==> config.mk <==
export PLATFORM = sky130hd
export DESIGN_NAME = nibble_serial_adder
export DESIGN_NICKNAME = d
export VERILOG_FILES = /design/src/rtl/nibble_serial_adder_pkg.sv /design/src/rtl/nibble_serial_adder_cla4_slice.sv /design/src/rtl/nibble_serial_adder.sv
export SDC_FILE = /design/constraint.sdc
export NUM_CORES = 1
export LEC_CHECK = 0
export CAP_MARGIN = 5
export CORE_MARGIN = 4
export CORE_UTILIZATION = 50
export CTS_CLUSTER_SIZE = 10
export DETAILED_ROUTE_END_ITERATION = 12
export GPL_TIMING_DRIVEN = 0
export HOLD_SLACK_MARGIN = 0.05
export PLACE_DENSITY = 0.79
export SYNTH_ARGS = -nofsm -noshare
export SYNTH_HDL_FRONTEND = slang
export SYNTH_SLANG_ARGS = --single-unit
==> constraint.sdc <==
create_clock -name clk -period 6.4 [get_ports clk]
set_input_delay 1.28 -clock clk [delete_from_list [all_inputs] [get_ports clk]]
set_output_delay 1.28 -clock clk [all_outputs]
set_load 0.01 [all_outputs]
==> src/rtl/nibble_serial_adder_pkg.sv <==
// Shared types and constants for the nibble-serial adder.
// Holds the FSM state encoding and the operand-width legality check.
package nibble_serial_adder_pkg;

    localparam int unsigned NIBBLE_W = 4;

    typedef enum logic [1:0] {
        StIdle = 2'd0,
        StRun  = 2'd1,
        StDone = 2'd2
    } state_e;

    // Operands are split into whole nibbles and need at least two of them.
    function automatic bit width_ok(input int unsigned width);
        return ((width % NIBBLE_W) == 0) && (width >= 2 * NIBBLE_W);
    endfunction

endpackage

==> src/rtl/nibble_serial_adder_cla4_slice.sv <==
// Combinational 4-bit carry-lookahead slice.
// Also exposes the carry into bit 3 so the top can derive signed overflow.
module cla4_slice
    import nibble_serial_adder_pkg::*;
(
    input  logic [NIBBLE_W-1:0] a,
    input  logic [NIBBLE_W-1:0] b,
    input  logic                ci,
    output logic [NIBBLE_W-1:0] s,
    output logic                co,
    output logic                c3
);

    logic [NIBBLE_W-1:0] p;
    logic [NIBBLE_W-1:0] g;
    logic                c1;
    logic                c2;

    assign p = a ^ b;
    assign g = a & b;

    // Each carry is a flat sum of products; no ripple between bit positions.
    assign c1 = g[0] | (p[0] & ci);
    assign c2 = g[1] | (p[1] & g[0]) | (p[1] & p[0] & ci);
    assign c3 = g[2] | (p[2] & g[1]) | (p[2] & p[1] & g[0]) | (p[2] & p[1] & p[0] & ci);
    assign co = g[3] | (p[3] & g[2]) | (p[3] & p[2] & g[1]) | (p[3] & p[2] & p[1] & g[0])
              | (p[3] & p[2] & p[1] & p[0] & ci);

    assign s = p ^ {c3, c2, c1, ci};

endmodule

==> src/rtl/nibble_serial_adder.sv <==
// Multi-word adder processing one nibble per clock, LSB nibble first.
// A single lookahead slice is reused every cycle; the carry is held in a register between nibbles.
module nibble_serial_adder
    import nibble_serial_adder_pkg::*;
#(
    parameter int unsigned WIDTH = 16
) (
    input  logic             clk,
    input  logic             rst,
    input  logic             in_valid,
    output logic             in_ready,
    input  logic [WIDTH-1:0] A,
    input  logic [WIDTH-1:0] B,
    input  logic             cin,
    output logic             out_valid,
    input  logic             out_ready,
    output logic [WIDTH-1:0] sum,
    output logic             cout,
    output logic             ovf
);

    localparam int unsigned NIBBLES = WIDTH / NIBBLE_W;
    localparam int unsigned IDX_W   = (NIBBLES > 1) ? $clog2(NIBBLES) : 1;
    localparam logic [IDX_W-1:0] LAST_IDX = IDX_W'(NIBBLES - 1);

    if (!width_ok(WIDTH)) begin : g_width_check
        $error("nibble_serial_adder: WIDTH must be a multiple of 4 and at least 8");
    end

    state_e           state_q, state_d;
    logic [WIDTH-1:0] a_q, a_d;
    logic [WIDTH-1:0] b_q, b_d;
    logic [WIDTH-1:0] sum_q, sum_d;
    logic             carry_q, carry_d;
    logic [IDX_W-1:0] idx_q, idx_d;
    logic             cout_q, cout_d;
    logic             ovf_q, ovf_d;
    logic             out_valid_q, out_valid_d;

    logic [IDX_W+1:0]    nib_base;
    logic [NIBBLE_W-1:0] slice_a;
    logic [NIBBLE_W-1:0] slice_b;
    logic [NIBBLE_W-1:0] slice_s;
    logic                slice_co;
    logic                slice_c3;

    assign nib_base = {idx_q, 2'b00};
    assign slice_a  = a_q[nib_base +: NIBBLE_W];
    assign slice_b  = b_q[nib_base +: NIBBLE_W];

    cla4_slice u_slice (
        .a  (slice_a),
        .b  (slice_b),
        .ci (carry_q),
        .s  (slice_s),
        .co (slice_co),
        .c3 (slice_c3)
    );

    // Depends only on state and reset so there is no in_valid -> in_ready path.
    assign in_ready = (state_q == StIdle) && !rst;

    always_comb begin
        state_d     = state_q;
        a_d         = a_q;
        b_d         = b_q;
        sum_d       = sum_q;
        carry_d     = carry_q;
        idx_d       = idx_q;
        cout_d      = cout_q;
        ovf_d       = ovf_q;
        out_valid_d = out_valid_q;

        unique case (state_q)
            StIdle: begin
                if (in_valid && in_ready) begin
                    a_d     = A;
                    b_d     = B;
                    carry_d = cin;
                    idx_d   = '0;
                    sum_d   = '0;
                    state_d = StRun;
                end
            end
            StRun: begin
                sum_d[nib_base +: NIBBLE_W] = slice_s;
                carry_d                     = slice_co;
                if (idx_q == LAST_IDX) begin
                    cout_d      = slice_co;
                    ovf_d       = slice_c3 ^ slice_co;
                    out_valid_d = 1'b1;
                    state_d     = StDone;
                end else begin
                    idx_d = idx_q + 1'b1;
                end
            end
            StDone: begin
                if (out_ready) begin
                    out_valid_d = 1'b0;
                    state_d     = StIdle;
                end
            end
            default: begin
                out_valid_d = 1'b0;
                state_d     = StIdle;
            end
        endcase
    end

    always_ff @(posedge clk or posedge rst) begin
        if (rst) begin
            state_q     <= StIdle;
            a_q         <= '0;
            b_q         <= '0;
            sum_q       <= '0;
            carry_q     <= 1'b0;
            idx_q       <= '0;
            cout_q      <= 1'b0;
            ovf_q       <= 1'b0;
            out_valid_q <= 1'b0;
        end else begin
            state_q     <= state_d;
            a_q         <= a_d;
            b_q         <= b_d;
            sum_q       <= sum_d;
            carry_q     <= carry_d;
            idx_q       <= idx_d;
            cout_q      <= cout_d;
            ovf_q       <= ovf_d;
            out_valid_q <= out_valid_d;
        end
    end

    assign sum       = sum_q;
    assign cout      = cout_q;
    assign ovf       = ovf_q;
    assign out_valid = out_valid_q;

endmodule

* After elaboration in Yosys (flattened, before gate mapping)
Index checks and enable logic that the tools add are counted.
** Cells by class
- Add/sub/neg operators :: 2
- Equal/unequal tests :: 7
- Shifts and indexed selects :: 4
- Multiplexer cells :: 15
- Bitwise gates (word level) :: 31
- Reductions and logical operators :: 11
** Operators with widths (count)
- $pmux 16 s2 :: 1
- $shiftx 16x5->4 :: 2
- $and 1x1->1 :: 16
- $bwmux 16 :: 1
- $mux 16 :: 1
- $shift 4x6->16 const A :: 1
- $shiftx 4x6->16 :: 1
- $mux 2 :: 5
- $or 1x1->1 :: 10
- $reduce_and 3->1 :: 3
- $xor 4x4->4 :: 2
- $ne 2x2->1 const B :: 3
- $neg 4->6 :: 1
- $pmux 2 s3 :: 1
- $reduce_and 2->1 :: 3
- $and 4x4->4 :: 1
- $eq 2x2->1 const B :: 2
- $pmux 2 s2 :: 1
- $mux 1 :: 3
- $pmux 1 s3 :: 1
- $add 2x1->2 const B :: 1
- $eq 2x1->1 const B :: 1
- $logic_and 1x1->1 :: 2
- $logic_not 2->1 :: 1
- other kinds (6) :: 6
** Word-level totals
- Register bits :: 56
- Input port bits :: 37
- Output and inout bits :: 20
- Word-level logic and storage cells :: 79

* Longest topological paths before layout
Gate-level depths: netlist of run 1.
- Depth after elaboration :: 10
- Depth in mapped cells :: 7
- Mapped depth without buffers :: 6

* Cells and area by module
A second synthesis of run 1 with hierarchy kept.
** Unflattened totals
- Cell total of the unflattened synthesis :: 182
- Area, all modules :: 2612.5 um2
** Modules (own cells, without submodules)
- nibble_serial_adder :: times used 1, cells each 164, area an instance 2457.4 um2, seq. area each 1401.3 um2
- cla4_slice :: times used 1, cells each 18, area an instance 155.1 um2, seq. area each 0.0 um2

* Worst setup path after synthesis of run 1
Ideal clock, no wire load.
- Path kind :: input to output
- Start :: input rst
- End :: output in_ready
- Data arrival time :: 1.539 ns
- Data required time :: 5.120 ns
- Path slack :: 3.581 ns
- Cell stages on the path :: 1
- Path buffers :: 0
- Cell sequence :: nor3_1
** Between the ends
- Cells in the longest elaborated chain, start to end :: 2
** RTL lines
- start: declaration :: line nibble_serial_adder.sv:9 : input logic rst,
- $logic_not 1->1 (no source line)
- $logic_and 1x1->1 :: line nibble_serial_adder.sv:61 : assign in_ready = (state_q == StIdle) && !rst;
- end: declaration :: line nibble_serial_adder.sv:11 : output logic in_ready,
Every way passes these cells.

* Worst setup path in the final report of run 1
Ends and elaborated chain as after synthesis.

==> results_dict.tcl, run 1 <==
set metrics [dict create \
    swShare 0.385 \
    wl_per_cell_um 15.3 \
    grt_pass1_vias 1780 \
    fmax_mhz 266 \
    vias 1748 \
    port_buffers 56 \
    power_density_nw_per_um2 518 \
    fp.dieH_um 80.6 \
    cp.required_ns 5.12 \
    dieArea_um2 6490 \
    cp_slowest_stage_delay_ns 0.57 \
    reg2regPathDepth 7 \
    dp_hpwl_mm 4.00 \
    numCtsBuffers 5 \
    critPathLaunchType "primary input" \
    p_switching_mw 0.678 \
    rsz0062_at_grt "no" \
    drc 0 \
    clkPwrFrac 0.114 \
    dr.max_layer_used "met4" \
    cts_hold_buf 0 \
    routed_wl_mm 5.06 \
    cts_buffer_depth 2 \
    drt_iter0_markers 35 \
    synth_edf_count 0 \
    regArea_um2 1400 \
    slowest_stage "clkdlybuf4s50_1" \
    fin_crit_ns 3.77 \
    drv_cap 0 \
    firstDrtPassIters 4 \
    synth_area_per_cell_um2 13.5 \
    synth-seq-cells 56 \
    grt_antenna_before_repair 0 \
    routabilityCongestion 0.835 \
    ant_nets 0 \
    reg2reg_from "idx_q[0]" \
    clk_pin_slew_ns 0.10 \
    multiInputGateArea_um2 1160 \
    hold_depth 2 \
    ctsResizeCount 0 \
    hold_path_class "register to register" \
    cts_max_level 2 \
    fin_tns_setup_ns 0 \
    die_w_um 80.6 \
    regToRegSetupSlack_ns 3.50 \
    grt_max_degree 36 \
    yosysUniqueCellTypes 37 \
    pwr-share-seq 0.350 \
    status "finished clean" \
    routed-wl-met3_um 285 \
    grt.total_usage 0.173 \
    finalCritPeriodShare 0.588 \
    drive_gt1_frac 0.223 \
    clock_skew_ns 0.00338 \
    netlist_area_um2 2630 \
    diodes 0 \
    synth_ff_type "dfrtp_1" \
    syn-num-nets 242 \
    leakage_nw 1.43 \
    setup_viol 0 \
    whs_endpoint "sum[14]" \
    clkLatencyLatePin_ns 0.31 \
    reg2reg_to "sum[3]" \
    crit_top_cell "clkdlybuf4s50_1" \
    fin_cells 330 \
    overflow 0 \
    combPwrFrac 0.536 \
    ys_seq_area_frac 0.532 \
    syn2layout_area_growth_pct 29.1 \
    cts_setup_buffers 0 \
    cts_tree "built" \
    yosysWarnings 0 \
    met2_length_mm 2.56 \
    initial_utilization 0.516 \
    num-fill-cells 396 \
    grt_pass1_wl_mm 8.56 \
    crit_chain "clkdlybuf4s50_1 > nor3_1 > clkdlybuf4s50_1" \
    syn_inst 195 \
    m1WireLength_mm 2.15 \
    hold_path_startpoint "sum[14]" \
    crit_arrival_ns 2.49 \
    p_int_mw 1.08 \
    synthArstFlopShare 1.00 \
    crit_fanout 4 \
    rows 26 \
    slew_violations 0 \
    worstSetupPathType "primary input to output pin" \
    tightest_slew_ns 0.549 \
    slew_headroom 0.634 \
    clockRootBuffer "clkbuf_8" \
    crit_path_end_kind "output pin" \
    final_nets 306 \
    io_pins 57 \
    cts_sinks 56 \
    hold_violations 0 \
    placed_cells 322 \
    vias_per_cell 5.30 \
    fp.coreArea_um2 5110 \
    ir_drop_mv 0.224 \
]
## Yosys cell counts (all sizes together) (2+ instances only)
cell | instances | area share
nor3 | 3 | 0.010
inv | 4 | 0.0057
dfrtp | 56 | 0.53
buf | 5 | 0.019
nor2 | 4 | 0.0057
clkbuf | 2 | 0.0029
o21ai | 14 | 0.027
a21o | 5 | 0.014
mux4 | 8 | 0.068
a22o | 8 | 0.027
xor2 | 2 | 0.0067
nand2 | 18 | 0.026
ha | 9 | 0.043
nand2b | 3 | 0.010
mux2 | 33 | 0.14
a21oi | 4 | 0.0076
## worst max-delay path: cells and delay by family
family | cells | cell delay [ns]
simple gates | 1 | 0.16
buf+inv | 2 | 1.04
## cell type report
type	instances	share of cell area
sequential	56	0.412
multi-input combinational	128	0.341
timing repair buffer	57	0.171
tap	70	0.0258
clock buffer	6	0.0243
buffer	7	0.0169
clock inverter	2	0.00442
inverter	4	0.00442
## metal layers
layer	vias up	global-route usage
met5	-	0
met4	0	0.0405
met3	7	0.0460
met2	47	0.300
met1	855	0.214
li1	839	-
## power by group through the flow
stage / sequential, mW / combinational (mW) / clock, mW
final: 0.616 / 0.944 / 0.202
after global routing: 0.640 / 1.04 / 0.218
after CTS: 0.619 / 0.955 / 0.205
after detailed placement: 0.626 / 0.953 / 0
after global placement: 0.616 / 0.930 / 0
after floorplan: 0.617 / 0.644 / 0
## per-stage QoR
step	hold WS (ns)	instance area, µm²	worst slack [ns]	utilization	total power [mW]
detailed placement	0.472	3300	2.63	0.646	1.58
floorplan	0.452	2630	3.58	-	1.26
finish	0.487	3400	2.63	0.666	1.76
global placement	0.463	3280	2.63	0.643	1.55
global route	0.523	3400	2.60	0.666	1.90
CTS	0.495	3400	2.63	0.666	1.78
## state kept, by name, indices dropped and copies added (netlist names)
register,cells
a_q,16
b_q,16
carry_q,1
cout,1
idx_q,2
out_valid,1
ovf,1
state_q,2
sum,16
## cell usage in the layout, fill, tap and decap left out, types with 3 or more instances in the layout
master / count
inv_1: 3
dfrtp_1: 56
buf_6: 4
a22o_1: 8
a21oi_1: 4
a21o_1: 5
mux4_2: 8
o21ai_0: 14
clkbuf_8: 6
nand2_1: 18
clkdlybuf4s50_1: 56
ha_1: 9
nor2_1: 4
mux2_2: 32
## worst max path at each step
stage | startpoint | slack [ns] | cells after the start | to
after global routing | rst | 2.60 | 3 | in_ready
final | rst | 2.63 | 3 | in_ready
after CTS | rst | 2.63 | 3 | in_ready
after global placement | rst | 2.63 | 3 | in_ready
after detailed placement | rst | 2.63 | 3 | in_ready
after floorplan | rst | 3.58 | 1 | in_ready
## cells by family after synthesis
group,synth area share
DFF,0.532
muxes,0.213
and+or+nand+nor,0.0827
AOI/OAI and AO/OA,0.0841
buffers and inverters,0.0275
adders and majority gates,0.0504
xor gates and xnor gates,0.00998
No activity file was read; power rests on OpenSTA's default activity.
==> inputs of run 2 (changes only) <==
- CORE_UTILIZATION: 50 -> 45
- PLACE_DENSITY: 0.79 -> 0.75
- clock period: 6.4 -> 3.2 ns (I/O delays scaled with it)
==> run 2 against run 1 <==
Cell count rose by 0.61%. Clock skew rose by 0.010 ns. Routed wire length rose by 2.4%. Highest routed layer unchanged. Clock power rose by 130%. Non-clock buffer count did not move. Design area rose by 0.37%. Global-route usage fell by 1.3 points. Worst hold slack improved by 0.0035 ns. Critical path type is now register to register. Utilization fell by 5.7 points. Sequential power rose by 100%. First-iteration DRC count rose by 110%.
==> results_dict.tcl, run 2 (synthesized netlist as in run 1, its figures left out) <==
set metrics [dict create \
    status "finished clean" \
    fin_ws_ns 0.256 \
    critPathLaunchType "register" \
    hold_violations 0 \
    fmax_mhz 340 \
    firstDrtPassIters 6 \
    ctsResizeCount 0 \
    fin_util 0.608 \
    post_dp_cell_area_um2 3300 \
    cts_tree "built" \
    ir_drop_mv 0.498 \
    fin_cells 332 \
    io_pins 57 \
    slew_violations 0 \
    crit_arrival_ns 3.20 \
    cts_max_level 2 \
    diodes 0 \
    clkLatencyLatePin_ns 0.31 \
    grt.total_usage 0.160 \
    worstSetupPathType "register to register" \
    ant_nets 0 \
    critical_path.startpoint "idx_q[0]" \
    tightest_slew_ns 0.543 \
    pwr-share-seq 0.338 \
    grt_max_degree 39 \
    clock_skew_ns 0.0134 \
    overflow 0 \
    clk_pin_slew_ns 0.10 \
    cpLargestDelayFamily "multiplexers" \
    totalPowerFinal_mw 3.63 \
    leakage_nw 1.44 \
    hold_path_startpoint "sum[14]" \
    mostFrequentLayoutCells "56 x dfrtp_1, 56 x clkdlybuf4s50_1, 32 x mux2_2" \
    cts_hold_buf 0 \
    cp.required_ns 3.45 \
    routabilityCongestion 0.811 \
    setup_viol 0 \
    dieArea_um2 7140 \
    dp_hpwl_mm 3.88 \
    swShare 0.386 \
    grt_pass1_vias 1807 \
    drv_cap 0 \
    routed_wl_mm 5.18 \
    grt_pass1_wl_mm 9.13 \
    rows 27 \
    crit_path_end_kind "register" \
    timing.hold.ws_ns 0.490 \
    drt_iter0_markers 75 \
    place_ws_ns 0.306 \
    wl_per_cell_um 15.6 \
    fin_crit_ns 2.94 \
    grt_antenna_before_repair 0 \
    crit_chain "buf_2 > mux4_2 > ha_1 > a211oi_1 > o21bai_1 > xor2_1 > a22o_1" \
    cp_num_buf_inv 1 \
    p_switching_mw 1.40 \
    vias_per_cell 5.36 \
    syn2layout_area_growth_pct 29.5 \
    vias 1778 \
    port_buffers 56 \
    initial_utilization 0.470 \
    reg2reg_from "idx_q[0]" \
    crit_fanout 10 \
    clkPwrFrac 0.126 \
    numCtsBuffers 5 \
    drc 0 \
    regToRegSetupSlack_ns 0.26 \
    rsz0062_at_grt "no" \
    fp.coreArea_um2 5610 \
    die_w_um 84.5 \
    finalCritPeriodShare 0.920 \
    final_area_um2 3410 \
    clockRootBuffer "clkbuf_8" \
    placed_cells 324 \
    cts_setup_buffers 0 \
    cts_sinks 56 \
    final_nets 306 \
    combPwrFrac 0.536 \
    fin_tns_setup_ns 0 \
    cts_buffer_depth 2 \
    p_int_mw 2.23 \
    fp.dieH_um 84.5 \
    slew_headroom 0.638 \
    power_density_nw_per_um2 1060 \
    drive_gt1_frac 0.219 \
    hold_path_class "register to register" \
    cp_slowest_stage_delay_ns 0.61 \
    slowest_stage "mux4_2" \
]
run 2: area by class of cell:
class / count / area [µm²]
multi-input cells: 128 / 1160
fillers: 468 / 2200
flip-flops and latches: 56 / 1400
plain buffers: 7 / 57.6
repair buffers: 57 / 581
clock buffers: 6 / 72.6
inverters: 4 / 15.0
well taps: 72 / 90.1
clock inverters: 2 / 35.0
run 2: metal layers:
metal,track usage,part of all wire,wire (µm)
met3,0.0393,0.056,288
met1,0.215,0.45,2330
met4,0.0388,0.010,53
met2,0.262,0.48,2510
met5,0,0,0
run 2: final timing paths:
| kind | end | cells past startpoint |
|---|---|---|
| max | sum[3] | 7 |
| min | sum[14] | 2 |
| max reg2reg | sum[3] | 7 |
| min reg2reg | sum[14] | 2 |
| max in group asynchronous | b_q[15] | 3 |
| min in group asynchronous | sum[12] | 2 |
run 2: worst min-delay path, delay by kind of cell, from the launching register on:
kind,cells,cell delay [ns]
flops,1,0.36
compound gates,1,0.06
simple gates,1,0.04
run 2: power by group through the flow:
stage	Clock (mW)	Sequential, mW	Combinational [mW]
floorplan	0	1.23	1.29
global placement	0	1.23	1.91
detailed placement	0	1.25	1.95
CTS	0.470	1.23	1.96
global route	0.496	1.28	2.15
finish	0.456	1.23	1.94
